==> config.mk <==
export PLATFORM = sky130hd
export DESIGN_NAME = sudoku_uart_tx_flat
export DESIGN_NICKNAME = d
export VERILOG_FILES = /design/src/rtl/sudoku_uart_tx_if.sv /design/src/rtl/sudoku_uart_tx.sv /design/src/flat_wrapper.sv
export SDC_FILE = /design/constraint.sdc
export NUM_CORES = 1
export LEC_CHECK = 0
export CAP_MARGIN = 20
export CORE_MARGIN = 2
export CORE_UTILIZATION = 50
export CTS_CLUSTER_SIZE = 10
export DETAILED_ROUTE_END_ITERATION = 8
export HOLD_SLACK_MARGIN = 0.03
export PLACE_DENSITY = 0.79
export SYNTH_ARGS = -nofsm -noshare
export SYNTH_HDL_FRONTEND = slang
export SYNTH_SLANG_ARGS = --single-unit
==> constraint.sdc <==
create_clock -name CLK -period 5.5 [get_ports CLK]
set_clock_uncertainty 0.1 [all_clocks]
set_input_delay 1.1 -clock CLK [delete_from_list [all_inputs] [get_ports CLK]]
set_output_delay 1.1 -clock CLK [all_outputs]
set_load 0.02 [all_outputs]
==> src/rtl/sudoku_uart_tx_if.sv <==
// Producer-side byte handshake for the Bluetooth UART transmitter.
// A byte moves on any clock edge where data_valid and data_ready are both high.
interface sudoku_uart_tx_if;
  logic [7:0] data_in;
  logic       data_valid;
  logic       data_ready;

  modport master (output data_in, output data_valid, input data_ready);
  modport slave  (input data_in, input data_valid, output data_ready);
endinterface

==> src/rtl/sudoku_uart_tx.sv <==
// Bluetooth UART transmitter: byte FIFO feeding an 8N1, LSB-first serialiser on an idle-high line.
// Define UART_TX_PARITY_EN to insert an even-parity bit between the data bits and the stop bit.
module sudoku_uart_tx #(
  parameter int unsigned CLKS_PER_BIT = 10417,
  parameter int unsigned FIFO_DEPTH   = 4
) (
  input  logic                          CLK,
  input  logic                          RST,
  sudoku_uart_tx_if.slave               in_if,
  output logic                          tx_out,
  output logic                          tx_busy,
  output logic [$clog2(FIFO_DEPTH):0]   fifo_count
);

  localparam int unsigned AW   = $clog2(FIFO_DEPTH);
  localparam int unsigned CNTW = AW + 1;
  localparam int unsigned CW   = $clog2(CLKS_PER_BIT);
  localparam logic [CW-1:0]   BAUD_LAST = CW'(CLKS_PER_BIT - 1);
  localparam logic [CNTW-1:0] FULL      = CNTW'(FIFO_DEPTH);

  typedef enum logic [2:0] {
    IDLE,
    START,
    DATA,
`ifdef UART_TX_PARITY_EN
    PARITY,
`endif
    STOP
  } state_t;

  state_t          state_q, state_d;
  logic [CW-1:0]   baud_q, baud_d;
  logic [2:0]      bit_q, bit_d;
  logic [7:0]      shift_q, shift_d;
  logic            tx_q, tx_d;
  logic [7:0]      mem_q [FIFO_DEPTH];
  logic [7:0]      mem_d [FIFO_DEPTH];
  logic [AW-1:0]   wr_q, wr_d;
  logic [AW-1:0]   rd_q, rd_d;
  logic [CNTW-1:0] count_q, count_d;
`ifdef UART_TX_PARITY_EN
  logic            parity_q, parity_d;
`endif

  logic       push;
  logic       pop;
  logic       baud_last;
  logic [7:0] head;

  assign in_if.data_ready = (count_q != FULL);
  assign push       = in_if.data_valid && in_if.data_ready;
  assign head       = mem_q[rd_q];
  assign baud_last  = (baud_q == BAUD_LAST);
  assign tx_out     = tx_q;
  assign tx_busy    = (state_q != IDLE) || (count_q != '0);
  assign fifo_count = count_q;

  always_comb begin
    state_d = state_q;
    baud_d  = '0;
    bit_d   = bit_q;
    shift_d = shift_q;
    tx_d    = tx_q;
    mem_d   = mem_q;
    wr_d    = wr_q;
    rd_d    = rd_q;
    count_d = count_q;
    pop     = 1'b0;
`ifdef UART_TX_PARITY_EN
    parity_d = parity_q;
`endif

    // Every state change happens on terminal count (or from IDLE at count 0),
    // so the counter only needs to free-run and wrap outside IDLE.
    if (state_q != IDLE && !baud_last) baud_d = baud_q + 1'b1;

    case (state_q)
      IDLE: begin
        tx_d = 1'b1;
        if (count_q != '0) begin
          pop     = 1'b1;
          state_d = START;
          tx_d    = 1'b0;
        end
      end
      START: begin
        if (baud_last) begin
          state_d = DATA;
          tx_d    = shift_q[0];
        end
      end
      DATA: begin
        if (baud_last) begin
          shift_d = {1'b0, shift_q[7:1]};
          bit_d   = bit_q + 3'd1;
          if (bit_q == 3'd7) begin
`ifdef UART_TX_PARITY_EN
            state_d = PARITY;
            tx_d    = parity_q;
`else
            state_d = STOP;
            tx_d    = 1'b1;
`endif
          end else begin
            tx_d = shift_q[1];
          end
        end
      end
`ifdef UART_TX_PARITY_EN
      PARITY: begin
        if (baud_last) begin
          state_d = STOP;
          tx_d    = 1'b1;
        end
      end
`endif
      STOP: begin
        if (baud_last) begin
          if (count_q != '0) begin
            pop     = 1'b1;
            state_d = START;
            tx_d    = 1'b0;
          end else begin
            state_d = IDLE;
            tx_d    = 1'b1;
          end
        end
      end
      default: begin
        state_d = IDLE;
        tx_d    = 1'b1;
      end
    endcase

    // IDLE and STOP share the same head-of-queue load.
    if (pop) begin
      shift_d = head;
      bit_d   = '0;
      rd_d    = rd_q + 1'b1;
`ifdef UART_TX_PARITY_EN
      parity_d = ^head;
`endif
    end

    if (push) begin
      mem_d[wr_q] = in_if.data_in;
      wr_d        = wr_q + 1'b1;
    end

    case ({push, pop})
      2'b10:   count_d = count_q + 1'b1;
      2'b01:   count_d = count_q - 1'b1;
      default: count_d = count_q;
    endcase
  end

  always_ff @(posedge CLK) begin
    if (RST) begin
      state_q <= IDLE;
      baud_q  <= '0;
      bit_q   <= '0;
      shift_q <= '0;
      tx_q    <= 1'b1;
      wr_q    <= '0;
      rd_q    <= '0;
      count_q <= '0;
`ifdef UART_TX_PARITY_EN
      parity_q <= 1'b0;
`endif
    end else begin
      state_q <= state_d;
      baud_q  <= baud_d;
      bit_q   <= bit_d;
      shift_q <= shift_d;
      tx_q    <= tx_d;
      wr_q    <= wr_d;
      rd_q    <= rd_d;
      count_q <= count_d;
`ifdef UART_TX_PARITY_EN
      parity_q <= parity_d;
`endif
    end
  end

  // Storage needs no reset: cleared pointers make stale entries unreachable.
  always_ff @(posedge CLK) begin
    mem_q <= mem_d;
  end

endmodule

==> src/flat_wrapper.sv <==
// flat-port wrapper written by rule: the top's interface ports become plain ports
module sudoku_uart_tx_flat 
#(
  parameter int unsigned CLKS_PER_BIT = 10417,
  parameter int unsigned FIFO_DEPTH   = 4
)
  (CLK, RST, tx_out, tx_busy, fifo_count, in_if_data_in, in_if_data_valid, in_if_data_ready);
  sudoku_uart_tx_if in_if_i ();
  input  logic CLK;
  input  logic RST;
  output logic tx_out;
  output logic tx_busy;
  output logic [$clog2(FIFO_DEPTH):0] fifo_count;
  input wire logic [$bits(in_if_i.data_in)-1:0] in_if_data_in;
  input wire logic [$bits(in_if_i.data_valid)-1:0] in_if_data_valid;
  output wire logic [$bits(in_if_i.data_ready)-1:0] in_if_data_ready;
  assign in_if_i.data_in = in_if_data_in;
  assign in_if_i.data_valid = in_if_data_valid;
  assign in_if_data_ready = in_if_i.data_ready;
  sudoku_uart_tx #(.CLKS_PER_BIT(CLKS_PER_BIT), .FIFO_DEPTH(FIFO_DEPTH)) u_core (.CLK(CLK), .RST(RST), .in_if(in_if_i), .tx_out(tx_out), .tx_busy(tx_busy), .fifo_count(fifo_count));
endmodule
==> parameters.txt, run 1 <==
Parameter                              Value

Outcome
  Result of the run ... complete, no violations

Synth
  Mapped Nets ... 269
  Mean cell area of the mapped netlist ... 12.4 um^2
  EDFF count, synth ... 32
  Number of flip-flops and latches in the synthesized netlist ... 67
  Biggest area consumer among synthesized cells ... sky130_fd_sc_hd__edfxtp_1
  Async SR Flop Fraction ... 0%
  Cell Area, Synth ... 0.00303 mm^2
  Leading register cell type out of synthesis ... sky130_fd_sc_hd__dfxtp_1
  Leading cell types by total area after synthesis ... sky130_fd_sc_hd__edfxtp_1 (32%), sky130_fd_sc_hd__dfxtp_1 (23%), sky130_fd_sc_hd__mux4_2 (6.0%)
  Synthesized netlist cell count ... 244
  Share of Yosys cell area claimed by the top area cell type ... 31.7%
  Warnings from Yosys ... 0
  Number of distinct library cells after synthesis ... 41
  Sequential element share of the synthesized area ... 54.9%

Final layout
  Fraction of layout instances using a drive strength above 1 ... 12.4%
  Layout fillers ... 474
  Commonest cells after routing, fill and taps aside ... sky130_fd_sc_hd__dfxtp_1 (35), sky130_fd_sc_hd__edfxtp_1 (32), sky130_fd_sc_hd__nor2_1 (22)
  Final net count ... 286
  Number of antenna diodes ... 0
  Most common library cell in the layout ignoring fill and taps ... sky130_fd_sc_hd__dfxtp_1
  Footprint of the multi-input gates ... 0.00125 mm^2
  Layout overhead on the synthesized area ... 14.3%
  Final core area utilization ... 58.8%
  Register Area ... 0.00166 mm^2

Global route
  First-pass GRT wire length ... 8400 um
  Remaining global-route overflow ... 0
  Number of antenna violations at the first check in global routing ... 0
  Vias in the first global route ... 1,757
  Global router's overall resource usage ... 17.4%
  Largest net degree at the start of global routing ... 26

Clocking
  Total clock buffers created by CTS ... 9
  Number of sinks on the clock net ... 67
  Worst skew pair latency ... 340 ps
  Maximum root-to-sink buffer count ... 2
  Number of hold-repair buffers added at the cts stage ... 0
  Clk pin slew, worst setup/hold paths ... 70 ps
  Gates resized, CTS repair ... 0
  CTS tree ... built
  Number of setup buffers added after CTS ... 0
  Master cell of the clock root buffer ... sky130_fd_sc_hd__clkbuf_8
  Level count of the clock H-tree ... 3

Worst hold path
  Worst hold endpoint ... u_core.baud_q[0]$_SDFF_PP0_
  Number of cells on the worst hold path ... 1
  Source of the worst hold timing path ... u_core.baud_q[0]$_SDFF_PP0_
  Worst hold-check path type ... flip-flop to flip-flop

STA
  RSZ-0062 raised after global routing ... false
  Pins Over Slew Limit ... 0
  Slew @ Worst Pin ... 872 ps
  Maximum clock frequency ... 0.316 GHz
  Sum of negative setup slack ... 0 ps
  Slew HR ... 41.7%
  Final setup violating endpoints ... 0
  Number of endpoints with negative hold slack in the final report ... 0
  Final critical path time including I/O delays and setup ... 3160 ps
  Part of the cycle the worst path needs ... 57.5%
  Setup slack after layout ... 2340 ps

Die
  Core Rows ... 28
  Core area ... 0.00589 mm^2
  Area of the die ... 0.00669 mm^2
  Die boundary height ... 81.8 um
  Die boundary width ... 81.8 um
  I/O pins ... 17
  Initial core utilization ... 51.4%

Power and ir drop
  Post-layout total power ... 1540 uW
  Static leakage ... 0.00116 uW
  P per Cell Area ... 446 mW/mm^2
  Largest voltage drop on the vdd net ... 0.000240 V

Setup path
  Worst Reg2Reg Path Length in Cells ... 11
  Startpoint-to-endpoint class of the critical path ... flip-flop to flip-flop
  Crit path max-delay family ... simple AND/OR/NAND/NOR gates
  Reg2reg end ... u_core.fifo_count[2]$_SDFFE_PP0P_
  Kind of capture point of the worst setup path ... flip-flop
  Slowest library cell on the worst path ... sky130_fd_sc_hd__or3_1
  Peak per-stage delay on the critical path ... 410 ps
  Critical Path RT ... 5650 ps
  Crit path buffers/inverters ... 2
  CP Cell Sequence ... inv_1 -> ha_1 -> and4bb_2 -> a41oi_4 -> or3_1 -> clkinv_4 -> ha_1 -> fa_1 -> xnor2_1 -> or3_1 -> a21oi_1
  Crit Path Max Fanout ... 10
  Launching element type of the critical path ... flip-flop
  Launch point of the worst reg-to-reg path ... u_core.baud_q[0]$_SDFF_PP0_
  Critical path arrival ... 3320 ps
  FF-to-FF setup slack ... 2340 ps

Place
  Count of buffers inserted at the top-level ports ... 16
  Estimated wirelength of the detail-placed design ... 3380 um
  Routability congestion estimate ... 0.756
  Pre-CTS WS ... 2250 ps

Detailed routing
  DRC errors left ... 0
  First-pass iteration count of the detailed router ... 4
  Via count ... 1,861
  Ratio of routed vias to standard cells ... 5.46
  Post-DRT Antenna Nets ... 0
  Average routed wire per standard cell ... 14.9 um
  Post-detailed-routing wire length ... 5090 um
  Detailed router's first-iteration violation count ... 83

Flow run
  Number of violations of the max-capacitance limit ... 0
final cells by class:
class / instances / area share [%]
Multi-Input combinational cell: 152 / 36.2
Timing Repair Buffer: 17 / 4.85
Clock inverter: 3 / 1.19
Tap cell: 75 / 2.71
Inverter: 14 / 1.66
Sequential cell: 67 / 48.0
Clock buffer: 13 / 5.32
worst max path at each step:
| stage | start | cells after the start | endpoint |
|---|---|---|---|
| finish | u_core.baud_q[0]$_SDFF_PP0_ | 11 | u_core.fifo_count[2]$_SDFFE_PP0P_ |
| global route | u_core.baud_q[0]$_SDFF_PP0_ | 11 | u_core.fifo_count[2]$_SDFFE_PP0P_ |
| CTS | u_core.baud_q[0]$_SDFF_PP0_ | 11 | u_core.fifo_count[2]$_SDFFE_PP0P_ |
| detailed placement | in_if_data_valid | 8 | u_core.fifo_count[2]$_SDFFE_PP0P_ |
| global placement | in_if_data_valid | 8 | u_core.fifo_count[2]$_SDFFE_PP0P_ |
| floorplan | u_core.baud_q[0]$_SDFF_PP0_ | 12 | u_core.fifo_count[2]$_SDFFE_PP0P_ |
worst register-to-register path, delay by kind of cell (launching register included):
| kind | cells | cell delay [ps] |
|---|---|---|
| fa+ha+maj | 3 | 810 |
| simple gates | 3 | 990 |
| flops | 1 | 390 |
| buf+inv | 2 | 200 |
| compound gates | 2 | 430 |
| xor+xnor | 1 | 140 |
Yosys cell counts (2+ instances only):
cell type / number
sky130_fd_sc_hd__edfxtp_1: 32
sky130_fd_sc_hd__nand2_1: 8
sky130_fd_sc_hd__or3b_2: 2
sky130_fd_sc_hd__nand2b_1: 3
sky130_fd_sc_hd__a21oi_1: 4
sky130_fd_sc_hd__clkbuf_1: 6
sky130_fd_sc_hd__o21ai_0: 2
sky130_fd_sc_hd__mux4_2: 8
sky130_fd_sc_hd__dfxtp_1: 35
sky130_fd_sc_hd__a211oi_1: 8
sky130_fd_sc_hd__xnor2_1: 14
sky130_fd_sc_hd__nand4_1: 3
sky130_fd_sc_hd__nor2_1: 22
sky130_fd_sc_hd__nand3_1: 4
sky130_fd_sc_hd__nor3_1: 10
sky130_fd_sc_hd__or3_1: 5
sky130_fd_sc_hd__buf_2: 4
sky130_fd_sc_hd__ha_1: 13
sky130_fd_sc_hd__inv_1: 13
sky130_fd_sc_hd__and4_1: 2
sky130_fd_sc_hd__xor2_1: 2
sky130_fd_sc_hd__mux2i_1: 12
sky130_fd_sc_hd__and3_1: 4
sky130_fd_sc_hd__nor4_1: 11
logic make-up (layout without fill, tap and decap cells):
group | after synthesis | after routing | synth area share [%]
simple gates | 81 | 81 | 15.1
flops | 67 | 67 | 54.9
buf+inv | 25 | 47 | 3.68
mux | 21 | 21 | 10.4
compound gates | 20 | 20 | 5.25
xor+xnor | 16 | 16 | 4.63
fa+ha+maj | 14 | 14 | 6.04
flip-flops by register name, summed over array words and instances, names as in the netlist:
name	flops
u_core.mem_q	32
u_core.baud_q	14
u_core.shift_q	8
u_core.bit_q	3
u_core.fifo_count	3
u_core.rd_q	2
u_core.state_q	2
u_core.wr_q	2
u_core.tx_out	1
report_power, final:
| group | internal [uW] | switching [uW] |
|---|---|---|
| Clock | 266 | 180 |
| Combinational | 204 | 239 |
| Sequential | 599 | 54.6 |
| Total | 1070 | 473 |
per-layer routing:
metal,vias to the layer above,routed length (um),GRT usage (%)
met1,895,2390,22.3
li1,931,-,-
met3,9,165,4.40
met2,26,2420,26.6
met5,-,0,0
met4,0,113,10.5
stage by stage:
step | instance area, um^2 | hold slack (ps) | cells
2_1_floorplan | 3030 | 341 | 244
3_3_place_gp | 3230 | 359 | 325
3_5_place_dp | 3230 | 368 | 325
4_1_cts | 3460 | 386 | 341
5_1_grt | 3460 | 410 | 341
6_report | 3460 | 377 | 341
(Power assumes the default switching activity.)
==> inputs of run 2 (changes only) <==
- clock period: 5.5 -> 3.3 ns (I/O delays scaled with it)
==> run 2 against run 1 <==
  * Utilization decreased by 0.68 points
  * Die area unchanged
  * First-iteration DRC count increased by 22%
  * Via count increased by 1.0%
  * Sequential power increased by 68%
  * Combinational power increased by 71%
  * Non-clock buffer count increased by 4
  * Worst hold slack improved by 5.8 ps
  * Wire length increased by 1.7%
==> parameters.txt, run 2 (synthesized netlist as in run 1, its figures left out) <==
Parameter                              Value

Clocking
  Master cell of the clock root buffer ... sky130_fd_sc_hd__clkbuf_8
  Clk pin slew, worst setup/hold paths ... 70 ps (about the same)
  Gates resized, CTS repair ... 0 (unchanged)
  Level count of the clock H-tree ... 3 (unchanged)
  Total clock buffers created by CTS ... 9 (unchanged)
  Number of setup buffers added after CTS ... 0 (unchanged)
  Number of sinks on the clock net ... 67 (unchanged)
  CTS tree ... built
  Maximum root-to-sink buffer count ... 2 (unchanged)
  Number of hold-repair buffers added at the cts stage ... 0 (unchanged)
  Worst skew pair latency ... 340 ps (about the same)

Die
  I/O pins ... 17 (unchanged)
  Die boundary width ... 81.8 um (unchanged)
  Initial core utilization ... 51.4% (unchanged)
  Area of the die ... 0.00669 mm^2 (unchanged)
  Core Rows ... 28 (unchanged)
  Die boundary height ... 81.8 um (unchanged)
  Core area ... 0.00589 mm^2 (unchanged)

STA
  Final setup violating endpoints ... 0 (unchanged)
  RSZ-0062 raised after global routing ... false
  Sum of negative setup slack ... 0 ps (unchanged)
  Pins Over Slew Limit ... 0 (unchanged)
  Maximum clock frequency ... 0.348 GHz (+10%)
  Slew HR ... 61.1% (+19 points)
  Number of endpoints with negative hold slack in the final report ... 0 (unchanged)
  Slew @ Worst Pin ... 583 ps (-289 ps)
  Final critical path time including I/O delays and setup ... 2870 ps (-293 ps)
  Fin Hold WS ... 383 ps (+5.77 ps)
  Part of the cycle the worst path needs ... 87.0% (+29 points)

Setup path
  Crit Path Max Fanout ... 10 (unchanged)
  Peak per-stage delay on the critical path ... 390 ps (-20 ps)
  Launching element type of the critical path ... flip-flop
  Startpoint of the most critical setup path ... u_core.baud_q[0]$_SDFF_PP0_
  CP Cell Sequence ... inv_1 -> ha_1 -> and4bb_2 -> a41oi_4 -> or3_1 -> clkinv_4 -> ha_1 -> fa_1 -> xnor2_1 -> or3_1 -> a21oi_1
  Launch point of the worst reg-to-reg path ... u_core.baud_q[0]$_SDFF_PP0_
  Kind of capture point of the worst setup path ... flip-flop
  Critical path arrival ... 3040 ps (-280 ps)
  Slowest library cell on the worst path ... sky130_fd_sc_hd__dfxtp_1
  Critical Path RT ... 3470 ps (-2180 ps)
  Startpoint-to-endpoint class of the critical path ... flip-flop to flip-flop

Global route
  Number of antenna violations at the first check in global routing ... 0 (unchanged)
  Global router's overall resource usage ... 16.9% (-0.47 points)
  Largest net degree at the start of global routing ... 15 (-42%)
  First-pass GRT wire length ... 8310 um (-1.1%)
  Remaining global-route overflow ... 0 (unchanged)
  Vias in the first global route ... 1,744 (-0.74%)

Final layout
  Number of antenna diodes ... 0 (unchanged)
  Layout overhead on the synthesized area ... 13.0%
  Fraction of layout instances using a drive strength above 1 ... 12.6% (+0.19 points)
  Leading registers by flop count ... u_core.mem_q x32, u_core.baud_q x14, u_core.shift_q x8
  Most common library cell in the layout ignoring fill and taps ... sky130_fd_sc_hd__dfxtp_1
  Commonest cells after routing, fill and taps aside ... sky130_fd_sc_hd__dfxtp_1 (35), sky130_fd_sc_hd__edfxtp_1 (32), sky130_fd_sc_hd__nor2_1 (22)
  Final net count ... 290 (+1.4%)
  Flip-flop count of the largest register, all copies and words added ... 32 (unchanged)
  Largest reg by FF count ... u_core.mem_q

Power and ir drop
  Proportion of total power due to net switching ... 32.6% (+1.9 points)
  Post-layout total power ... 2410 uW (+56%)
  Static leakage ... 0.00115 uW (-1.3%)
  Largest voltage drop on the vdd net ... 0.000414 V (+73%)
  Clock Power Share ... 23.2% (-5.7 points)
  Combinational group share of total power ... 31.4% (+2.7 points)
  Sequential fraction of design power ... 45.4% (+3.0 points)
  Int Pwr ... 1620 uW (+52%)
  Net Switching ... 786 uW (+66%)
  P per Cell Area ... 705 mW/mm^2 (+58%)

Detailed routing
  Detailed router's first-iteration violation count ... 101 (+22%)
  DRC errors left ... 0 (unchanged)
  Ratio of routed vias to standard cells ... 5.45 (-0.15%)
  Via count ... 1,880 (+1.0%)
  Post-detailed-routing wire length ... 5180 um (+1.7%)
  Post-DRT Antenna Nets ... 0 (unchanged)
  Average routed wire per standard cell ... 15.0 um (+0.51%)
  First-pass iteration count of the detailed router ... 4 (unchanged)

Place
  Estimated wirelength of the detail-placed design ... 3580 um (+5.7%)
  Count of buffers inserted at the top-level ports ... 16 (unchanged)
  Routability congestion estimate ... 0.773 (+2.3%)

Flow run
  Number of violations of the max-capacitance limit ... 0 (unchanged)

Worst hold path
  Worst hold-check path type ... flip-flop to flip-flop
  Source of the worst hold timing path ... u_core.baud_q[0]$_SDFF_PP0_

Outcome
  Result of the run ... complete, no violations
run 2: changes by cell type in the layout (fill, tap and decap cells not counted):
cell	previous run	this run
sky130_fd_sc_hd__clkbuf_4	1	0
sky130_fd_sc_hd__inv_4	1	0
sky130_fd_sc_hd__clkbuf_1	0	3
sky130_fd_sc_hd__clkbuf_8	11	9
sky130_fd_sc_hd__bufinv_16	1	0
sky130_fd_sc_hd__buf_4	1	5
sky130_fd_sc_hd__clkbuf_16	1	0
sky130_fd_sc_hd__clkinv_2	1	4
run 2: power by group through the flow:
stage	Combinational (uW)	Clock [uW]	Sequential [uW]
after detailed placement	758	0	1110
final	757	559	1100
after global routing	832	607	1110
after CTS	759	575	1100
after global placement	740	0	1110
after floorplan	557	0	1090
run 2: path summary, 6_finish.rpt:
path                                                     endpoint  slack (ps)  cells after the start
worst min register to register        u_core.baud_q[0]$_SDFF_PP0_         380                      1
worst max-delay path            u_core.fifo_count[2]$_SDFFE_PP0P_         430                     11
worst max register to register  u_core.fifo_count[2]$_SDFFE_PP0P_         430                     11
worst min-delay path                  u_core.baud_q[0]$_SDFF_PP0_         380                      1
run 2: routing by layer:
metal	global-route usage, %	wire (um)	vias to the layer above	part of all wire (%)
li1	-	-	940	-
met1	21.7	2410	895	47
met2	26.7	2480	34	48
met3	3.63	173	11	3.3
met4	9.50	111	0	2.1
met5	0	0	-	0
run 2: final cells by class:
cell class                 instances  area, um^2
fill                             484        2470
sequential                        67        1660
multi-input combinational        152        1250
timing repair buffer              21         198
clock buffer                      12         135
tap                               75        93.8
inverter                          14        57.6
clock inverter                     4        20.0
run 2: metrics by stage:
stage | util [%] | std cells | area (um^2) | worst slack [ps]
after global placement | 55.5 | 329 | 3260 | 501
after CTS | 58.1 | 345 | 3420 | 426
final | 58.1 | 345 | 3420 | 430
after detailed placement | 55.5 | 329 | 3260 | 446
after global routing | 58.1 | 345 | 3420 | 253
after floorplan | - | 244 | 3030 | 559
run 2: worst max-delay path, delay by kind of cell (launching register included):
family | cells | cell delay (ps)
AO/OA/AOI/OAI | 2 | 400
XOR/XNOR | 1 | 140
adder cells (fa/ha/maj) | 3 | 800
buffers and inverters | 2 | 150
flip-flops | 1 | 390
AND/OR/NAND/NOR | 3 | 820
==> RTL edit 1 (config.mk and constraints of run 1) <==
`CLKS_PER_BIT` is set to 10417 in 2 places; all go to 41668.
--- a/src/rtl/sudoku_uart_tx.sv
+++ b/src/rtl/sudoku_uart_tx.sv
@@ -3,3 +3,3 @@
 module sudoku_uart_tx #(
-  parameter int unsigned CLKS_PER_BIT = 10417,
+  parameter int unsigned CLKS_PER_BIT = 41668,
   parameter int unsigned FIFO_DEPTH   = 4
--- a/src/flat_wrapper.sv
+++ b/src/flat_wrapper.sv
@@ -3,3 +3,3 @@
 #(
-  parameter int unsigned CLKS_PER_BIT = 10417,
+  parameter int unsigned CLKS_PER_BIT = 41668,
   parameter int unsigned FIFO_DEPTH   = 4
Function: no difference found for any inputs over 10 cycles, from zero or initial values and one cycle with RST high; that may be too few to reach the edited logic, so the function may still have changed.
==> RTL edit 1 against run 1 <==
Area after synthesis is 6.1% higher. Non-clock buffer count down 1. Final area grew 3.8%. Sequential cell count grew 2. Clock power fell by 12%. Setup slack worse by 0.21 ns. Power down 3.1%. Count of clock-buffer cells in the layout decreased by 4. Wire length increased by 12%.
==> RTL edit 1: results (changes against run 1) <==
post-detailed-routing wire length 5.679 mm (+12%); sequential area share after synthesis 53.00% (-1.9 points); Distinct cells, synth 50 (+22%); pin count of the biggest net entering global routing 23 (-12%); reg2reg setup slack 2.24 ns (-0.10 ns); first-pass GRT wire length 9.666 mm (+15%); Static Leakage 1.255 nW (+8.1%); CP arrival 2.17 ns (-1.15 ns); Syn Area/Cell 12.35 um2 (-0.45%); worst vdd ir 0.2686 mV (+12%); Post-synth EDFFs 32 (unchanged); Setup WS post-layout 2.128 ns (-0.2090 ns); dpl hpwl 3.924 mm (+16%); vias in the first global route 1997 (+14%); Detail Route met2 WL 2.595 mm (+7.4%); outcome completed; Largest regs u_core.mem_q (32), u_core.baud_q (16), u_core.shift_q (8); Mapped Nets 284 (+5.6%); PortBufs 16 (unchanged); initial antenna violation count 0 (unchanged); HP Start u_core.baud_q[0]; total track usage 17.63% (+0.25 points); synth top area cells edfxtp_1, dfxtp_1, mux4_2; M2 GR Usage 26.84% (+0.25 points); Max FO, Critical Path 7 (-3); final hold slack 0.3476 ns (-0.02964 ns); slew margin rel. 35.69% (-6.0 points); Post-layout nets 300 (+4.9%); met3 Usage GRT 4.818% (+0.42 points); CP endpoint tx_busy; M1 WL 2.721 mm (+14%); max_cap viols 0 (unchanged); placed cell areas 3405 um2 (+5.3%); Initial DRC Count 120 (+45%); met1 Use GR 23.36% (+1.1 points); clock latency at the later pin of the worst-skew pair 0.36 ns (+0.02 ns); cell count after placement 342 (+5.2%); met3 WL post-DR 241 um (+46%); most frequent cells after synthesis dfxtp_1, edfxtp_1, nor2_1; layout cells sized above 1 13.52% (+1.1 points); GPL Wtd Cong 0.8234 (+9.0%); clock-pin slew on the worst setup and hold paths 0.09 ns (+0.02 ns); TritonRoute pass-1 iters 6 (+2); detailed-route via count 2066 (+11%); Worst setup startpoint u_core.fifo_count[0]; Layout Cells excl Fill 358 (+5.0%)
## RTL edit 1: power breakdown
| part | internal [mW] | switching (mW) | leakage [nW] |
|---|---|---|---|
| clock | 0.173 | 0.219 | 0.0927 |
| sequential | 0.607 | 0.0566 | 0.595 |
| combinational | 0.196 | 0.244 | 0.568 |
| total | 0.976 | 0.520 | 1.26 |
## RTL edit 1: final cells by class
class                           count  area [um2]
Fill cell                         517        2686
Sequential cell                    69        1702
Multi-Input combinational cell    167        1395
Timing Repair Buffer               16       160.2
Clock buffer                        9       123.9
Tap cell                           77       96.34
Clock inverter                      7       62.56
Inverter                           13       51.30
## RTL edit 1: worst max-delay path: stages, from the launching register on
cell and delay, ns:
dfxtp_1 0.36, nor3_1 0.70, nand2_1 0.18, clkdlybuf4s50_1 0.58
## RTL edit 1: logic make-up after synthesis
group | share of synthesized area [%]
compound gates | 7.561
buf+inv | 3.546
flops | 53.00
mux | 9.821
fa+ha+maj | 5.300
simple gates | 16.41
xor+xnor | 4.365
==> RTL edit 2 (config.mk and constraints of run 1) <==
Made on the original files. Register the output `fifo_count` once more, with the module's reset; this adds one clock of latency there. The other outputs are not delayed to match.
--- a/src/rtl/sudoku_uart_tx.sv
+++ b/src/rtl/sudoku_uart_tx.sv
@@ -55,3 +55,9 @@
   assign tx_busy    = (state_q != IDLE) || (count_q != '0);
-  assign fifo_count = count_q;
+  always_ff @(posedge CLK) begin
+    if (RST) begin
+      fifo_count <= '0;
+    end else begin
+      fifo_count <= count_q;
+    end
+  end
 
Function: changed (Yosys sat finds a counterexample within 4 cycles, from zero or initial values and one cycle with RST high).
==> RTL edit 2 against run 1 <==
Core utilization grew 0.26 points. Area after synthesis increased by 3.3%. Wire length increased by 0.94%. Critical path type unchanged. Power grew 8.6%. Critical endpoint is now u_core.count_q[2]. Setup slack gained 0.054 ns. Sequential cell count is 3 higher. Largest cell class unchanged. Highest routed layer unchanged. Final area up 2.2%. Maximum frequency grew 1.7%. Sequential power grew 9.3%. Die area increased by 3.2%. Non-clock buffer count rose by 1. Largest power group unchanged.
==> RTL edit 2: results (changes against run 1) <==
outcome completed; Mapped Nets 280 (+4.1%); pin count of the biggest net entering global routing 29 (+12%); M1 WL 2.346 mm (-2.0%); Layout Cells excl Fill 353 (+3.5%); most frequent cells after synthesis dfxtp_1, edfxtp_1, nor2_1; internal power 1.083 mW (+1.2%); dpl hpwl 3.664 mm (+8.2%); drt wl/cell 14.56 um (-2.5%); Crit path largest cell delay 0.54 ns (+0.13 ns); sequential area share after synthesis 55.04% (+0.14 points); Clk power 0.402 mW (-9.9%); synth top area cells edfxtp_1, dfxtp_1, mux4_2; worst vdd ir 0.2619 mV (+9.1%); met1 Use GR 19.90% (-2.4 points); TritonRoute pass-1 iters 4 (unchanged); Post-layout nets 298 (+4.2%); slew margin rel. 60.36% (+19 points); Static Leakage 1.219 nW (+4.9%); CP arrival 3.30 ns (-0.02 ns); total track usage 16.43% (-0.96 points); Distinct cells, synth 42 (+2.4%); Initial DRC Count 81 (-2.4%); met3 WL post-DR 184 um (+12%); M2 GR Usage 27.05% (+0.47 points); Detail Route met2 WL 2.552 mm (+5.6%); placed cell areas 3344 um2 (+3.4%); combinational power share 33.4% (+4.7 points); xor/xnor share of the synthesized area 3.920% (-0.71 points); Gate Count Post-Synth 255 (+4.5%); pre-CTS WS 2.282 ns (+0.02765 ns); first-pass GRT wire length 8.990 mm (+7.1%); layout cells sized above 1 11.87% (-0.54 points); post-synthesis mux area share 9.760% (-0.66 points); cell count after placement 337 (+3.7%)
-- RTL edit 2: changes by cell type after synthesis, sizes merged, moves of 2 or more --
cell | run 1 | this run
and4 | 2 | 4
nor4 | 11 | 7
xor2 | 2 | 6
nor3b | 3 | 0
xnor2 | 14 | 8
and3b | 0 | 3
dfxtp | 35 | 38
nand4 | 3 | 5
nor2b | 0 | 2
a21oi | 4 | 7
-- RTL edit 2: worst paths after layout --
kind,to,slack [ns],cells after the start
hold / removal,u_core.baud_q[0],0.38,1
hold reg to reg,u_core.baud_q[0],0.38,1
setup / recovery,u_core.count_q[2],2.39,12
setup reg to reg,u_core.count_q[2],2.39,12
-- RTL edit 2: area by class of cell --
class                           count  area (um2)
Sequential cell                    70        1722
Inverter                           15       61.31
Clock inverter                      7       68.82
Timing Repair Buffer               18       175.2
Multi-Input combinational cell    159        1292
Tap cell                           75       93.84
Clock buffer                        9       123.9
Fill cell                         493        2454
